`src/rtl/mem_port_arbiter.sv`:
```
// mem_port_arbiter: shares the single main-memory line port between the
// dcache writeback/fill, icache fill and the DMA bus-request handshake.
//   clk, reset          : clock, asynchronous active-high reset
//   wb_req/addr/ack     : dcache writeback (line write) request/address/done pulse
//   dr_req/addr/ack     : dcache fill (line read) request/address/done pulse
//   if_req/addr/ack     : icache fill (line read) request/address/done pulse
//   dma_br, dma_bg      : DMA bus request in, bus grant out (level)
//   mem_addr/we/sel     : line-aligned address, write flag, owner (0 if,1 dr,2 wb,3 dma)
//   mem_active/mem_fire : access in progress / last access cycle (line moves)
module mem_port_arbiter #(
   parameter int unsigned LATENCY      = 4,
   parameter int unsigned DMA_MAX_WAIT = 8
) (
   input  logic        clk,
   input  logic        reset,
   input  logic        wb_req,
   input  logic [15:0] wb_addr,
   output logic        wb_ack,
   input  logic        dr_req,
   input  logic [15:0] dr_addr,
   output logic        dr_ack,
   input  logic        if_req,
   input  logic [15:0] if_addr,
   output logic        if_ack,
   input  logic        dma_br,
   output logic        dma_bg,
   output logic [15:0] mem_addr,
   output logic        mem_we,
   output logic [1:0]  mem_sel,
   output logic        mem_active,
   output logic        mem_fire
);

   typedef enum logic [1:0] {S_IDLE, S_ACCESS, S_ACK, S_DMA} state_e;

   localparam logic [1:0] SEL_IF  = 2'd0;
   localparam logic [1:0] SEL_DR  = 2'd1;
   localparam logic [1:0] SEL_WB  = 2'd2;
   localparam logic [1:0] SEL_DMA = 2'd3;

   localparam logic [3:0] LAT  = 4'(LATENCY);
   localparam logic [7:0] MAXW = 8'(DMA_MAX_WAIT);

   state_e      state_q, state_d;
   logic [3:0]  cnt_q, cnt_d;
   logic        rr_q, rr_d;
   logic [7:0]  wait_q, wait_d;
   logic [15:0] addr_q, addr_d;
   logic        we_q, we_d;
   logic [1:0]  sel_q, sel_d;

   logic        dma_urgent;
   logic        pick_dr;
   logic        pick_if;
   logic        gnt_any;
   logic [1:0]  gnt_sel;
   logic [15:0] gnt_addr;

   // rr_q=0 favours dr, rr_q=1 favours if when both are asking
   assign dma_urgent = dma_br && (wait_q >= MAXW);
   assign pick_dr    = dr_req && (!if_req || !rr_q);
   assign pick_if    = if_req && (!dr_req ||  rr_q);

   always_ff @(posedge clk or posedge reset) begin
      if (reset) begin
         state_q <= S_IDLE;
         cnt_q   <= '0;
         rr_q    <= 1'b0;
         wait_q  <= '0;
         addr_q  <= '0;
         we_q    <= 1'b0;
         sel_q   <= '0;
      end else begin
         state_q <= state_d;
         cnt_q   <= cnt_d;
         rr_q    <= rr_d;
         wait_q  <= wait_d;
         addr_q  <= addr_d;
         we_q    <= we_d;
         sel_q   <= sel_d;
      end
   end

   always_comb begin
      state_d  = state_q;
      cnt_d    = cnt_q;
      rr_d     = rr_q;
      addr_d   = addr_q;
      we_d     = we_q;
      sel_d    = sel_q;
      wait_d   = wait_q;
      gnt_any  = 1'b1;
      gnt_sel  = SEL_DMA;
      gnt_addr = wb_addr;

      priority case (1'b1)
         dma_urgent: gnt_sel = SEL_DMA;
         wb_req: begin
            gnt_sel  = SEL_WB;
            gnt_addr = wb_addr;
         end
         pick_dr: begin
            gnt_sel  = SEL_DR;
            gnt_addr = dr_addr;
         end
         pick_if: begin
            gnt_sel  = SEL_IF;
            gnt_addr = if_addr;
         end
         dma_br:  gnt_sel = SEL_DMA;
         default: gnt_any = 1'b0;
      endcase

      case (state_q)
         S_IDLE: begin
            if (gnt_any) begin
               sel_d = gnt_sel;
               if (gnt_sel == SEL_DMA) begin
                  state_d = S_DMA;
                  we_d    = 1'b0;
               end else begin
                  state_d = S_ACCESS;
                  cnt_d   = 4'd1;
                  we_d    = (gnt_sel == SEL_WB);
                  addr_d  = {gnt_addr[15:2], 2'b00};
                  if (gnt_sel == SEL_DR) rr_d = 1'b1;
                  if (gnt_sel == SEL_IF) rr_d = 1'b0;
               end
            end
         end
         S_ACCESS: begin
            if (cnt_q == LAT) state_d = S_ACK;
            else              cnt_d   = cnt_q + 4'd1;
         end
         S_ACK:   state_d = S_IDLE;
         S_DMA:   if (!dma_br) state_d = S_IDLE;
         default: state_d = S_IDLE;
      endcase

      // waiting time of an ungranted DMA request, cleared once it wins
      if (!dma_br || state_q == S_DMA || state_d == S_DMA)
         wait_d = '0;
      else if (wait_q != 8'hFF)
         wait_d = wait_q + 8'd1;
   end

   always_comb begin
      mem_active = (state_q == S_ACCESS);
      mem_fire   = (state_q == S_ACCESS) && (cnt_q == LAT);
      dma_bg     = (state_q == S_DMA);
      wb_ack     = (state_q == S_ACK) && (sel_q == SEL_WB);
      dr_ack     = (state_q == S_ACK) && (sel_q == SEL_DR);
      if_ack     = (state_q == S_ACK) && (sel_q == SEL_IF);
      mem_addr   = addr_q;
      mem_we     = we_q;
      mem_sel    = sel_q;
   end

endmodule

```
`config.mk`:
```
export PLATFORM = sky130hd
export DESIGN_NAME = mem_port_arbiter
export DESIGN_NICKNAME = d
export VERILOG_FILES = /design/src/rtl/mem_port_arbiter.sv
export SDC_FILE = /design/constraint.sdc
export NUM_CORES = 1
export LEC_CHECK = 0
export CORE_MARGIN = 1.5
export CORE_UTILIZATION = 35
export CTS_CLUSTER_DIAMETER = 40
export CTS_CLUSTER_SIZE = 30
export DETAILED_ROUTE_END_ITERATION = 8
export GPL_TIMING_DRIVEN = 0
export PLACE_DENSITY = 0.78
export SETUP_SLACK_MARGIN = 0.1
export SYNTH_ARGS = -nofsm -noshare
export SYNTH_HDL_FRONTEND = slang
export SYNTH_SLANG_ARGS = --single-unit
```
`constraint.sdc`:
```
create_clock -name clk -period 5.05 [get_ports clk]
set_input_delay 0.505 -clock clk [delete_from_list [all_inputs] [get_ports clk]]
set_output_delay 0.505 -clock clk [all_outputs]
set_load 0.02 [all_outputs]
```
==> run metrics <==
Ports=79; DR vias=1718; share of cells above drive strength 1=0.122; initial detailed-routing violation count=81; hold_ws=432 ps; largest net degree at the start of global routing=33; Clock Latency Late Sink=280 ps; Setup TNS Final=0 ps; die height=76.8 microns; Routed WL=4680 microns; Slew @ Worst Pin=527 ps; Yosys warnings=0; commonest non-fill, non-tap cell in the layout=clkdlybuf4s50_1; Final HPWL DP=3630 microns; Lkg Pwr=1.16 nW; final core utilization=0.545; unrepaired setup endpoints after global routing=false; Fmax achieved=421 MHz; grt met3 use=0.0429; core area=5170 sq um; I/O Buffers=69; first-pass GRT wire length=8100 microns; antenna violations before repair=0; maximum vdd drop=318 uV; crit-path max FO=10; CTS clock-pin slew for the worst setup and hold paths=70 ps; reg2reg start=wait_q[7]; Max Slew Vio Count=0; CP arrival=2550 ps; CTS resizes=0; hold buffers post-CTS=0; most frequent cells in the layout=clkdlybuf4s50_1, dfrtp_1, nor2_1; switching share of total power=0.357; skew final=3.60 ps; post-synthesis sequential element count=32; Worst setup SP type=primary input; Clock Power Share=0.185; clk root buf=clkbuf_8; FF-to-FF setup slack=2890 ps; Tot Pwr=0.00130 W; Most used DFF post-synth=dfrtp_1; DRC=0; Hold/Removal Path Class=primary input to asynchronous set/reset pin; CP Data Required Time=5220 ps; post-CTS setup buffer count=0; clock tree buffer depth=2; vias in the first global route=1691; Reg2Reg Depth=6; die width=76.8 microns; post-synthesis sequential area ratio=0.420; worst setup margin=2670 ps; number of synthesized flops with an enable pin=0; H-tree levels=2; Final Setup Violations=0; die area=5900 sq um; Post-Place Setup Slack=2380 ps; post-route ant nets=0; synthesized area=1910 sq um; GR Util met2=0.273; GR Overflow Total=0; total track usage=0.172; Area Overhead vs Synth=47.7%; nets@finish=319; Gate Count Post-Synth=183; CP endpoint kind=flop; Critical R2R Capture=mem_addr[2]; first-pass iteration count of the detailed router=4; antenna cell count=0; via/cell ratio=5.17; status=completed; pwr dens=461 nW/um^2; sw power=0.000464 W; # rows=26; max-capacitance violation count=0; final hold vios=0; P_int=0.000835 W; Avg Cell Area, Syn=10.4 sq um; clk sink count=32; ys async rst share=1.00; starting density of the core=0.369; crit path kind=primary input to flop; Wirelength per Cell=14.1 microns; Reg power frac=0.335; min Tclk post-route=2380 ps; fraction of the cycle the final worst path needs=0.471; Rel. slew slack=0.649; GR Util met1=0.221; total CTS buffers=5; count of different cell masters after synthesis=47; GPL Wtd Cong=0.864; Comb pwr share=0.480; gr busiest metal=met2; TritonCTS clock tree=built
## layer usage
metal,share of wire,up-vias
met5,0,-
met4,0.025,0
met3,0.052,10
met2,0.49,52
met1,0.44,816
li1,-,840
## how the worst max path moves through the flow
stage | from | endpoint | slack, ps | cells past startpoint
finish | wb_req | mem_addr[3] | 2670 | 6
global route | wb_req | mem_addr[3] | 2500 | 6
CTS | wb_req | mem_addr[5] | 2660 | 6
detailed placement | wb_req | mem_addr[5] | 2380 | 6
global placement | wb_req | mem_addr[3] | 2400 | 6
floorplan | wait_q[7] | mem_addr[2] | 3070 | 6
## synth_stat cells, types with 3 or more instances
| master | instances | area share |
|---|---|---|
| inv_1 | 11 | 0.022 |
| a31oi_1 | 3 | 0.0098 |
| nor3_1 | 5 | 0.013 |
| a21oi_1 | 4 | 0.010 |
| a2bb2oi_1 | 13 | 0.060 |
| o32ai_1 | 13 | 0.060 |
| xnor2_1 | 3 | 0.014 |
| nor3b_1 | 3 | 0.012 |
| o21a_1 | 3 | 0.012 |
| mux2_2 | 12 | 0.071 |
| mux2_1 | 3 | 0.018 |
| nand2b_1 | 4 | 0.013 |
| nand3_1 | 6 | 0.016 |
| nor2_1 | 15 | 0.030 |
| clkbuf_1 | 6 | 0.012 |
| nand2_1 | 6 | 0.012 |
| ha_1 | 4 | 0.026 |
| dfrtp_1 | 32 | 0.42 |
## registers in the layout, indices dropped and copies added, names as in the netlist
name      count
state_q       2
wait_q        8
cnt_q         4
mem_we        1
rr_q          1
mem_sel       2
mem_addr     14
## worst max-delay path: stages
cell             delay [ps]
clkdlybuf4s50_1         550
or3_1                   420
o22ai_1                 380
buf_2                   310
a2bb2oi_1                90
mux2_1                  280
## per-stage QoR
stage | area, sq um | cells
floorplan | 1910 | 184
global placement | 2690 | 323
detailed placement | 2690 | 323
CTS | 2800 | 331
global route | 2820 | 332
finish | 2820 | 332
## area by class of cell
type	instances	area [sq um]
Fill cell	466	2360
Buffer	12	70.1
Inverter	11	41.3
Tap cell	70	87.6
Timing Repair Buffer	70	711
Clock buffer	6	72.6
Multi-Input combinational cell	129	998
Clock inverter	2	35.0
Sequential cell	32	801
## cells by family (layout without fill, tap and decap cells)
| family | Yosys count | count (layout) | synth area share |
|---|---|---|---|
| adders and majority gates | 4 | 4 | 0.0262 |
| AOI/OAI and AO/OA | 50 | 50 | 0.228 |
| other | 1 | 2 | 0.00197 |
| buffers and inverters | 23 | 101 | 0.0584 |
| xor gates and xnor gates | 4 | 4 | 0.0184 |
| and+or+nand+nor | 53 | 53 | 0.153 |
| DFF | 32 | 32 | 0.420 |
| muxes | 16 | 16 | 0.0938 |
## power groups by stage
stage	Clock, W	Combinational [W]	Sequential [W]
finish	0.000240	0.000624	0.000435
global route	0.000260	0.000676	0.000455
CTS	0.000247	0.000630	0.000437
detailed placement	0	0.000626	0.000439
global placement	0	0.000617	0.000436
floorplan	0	0.000286	0.000513
No activity file was read; power rests on OpenSTA's default activity.
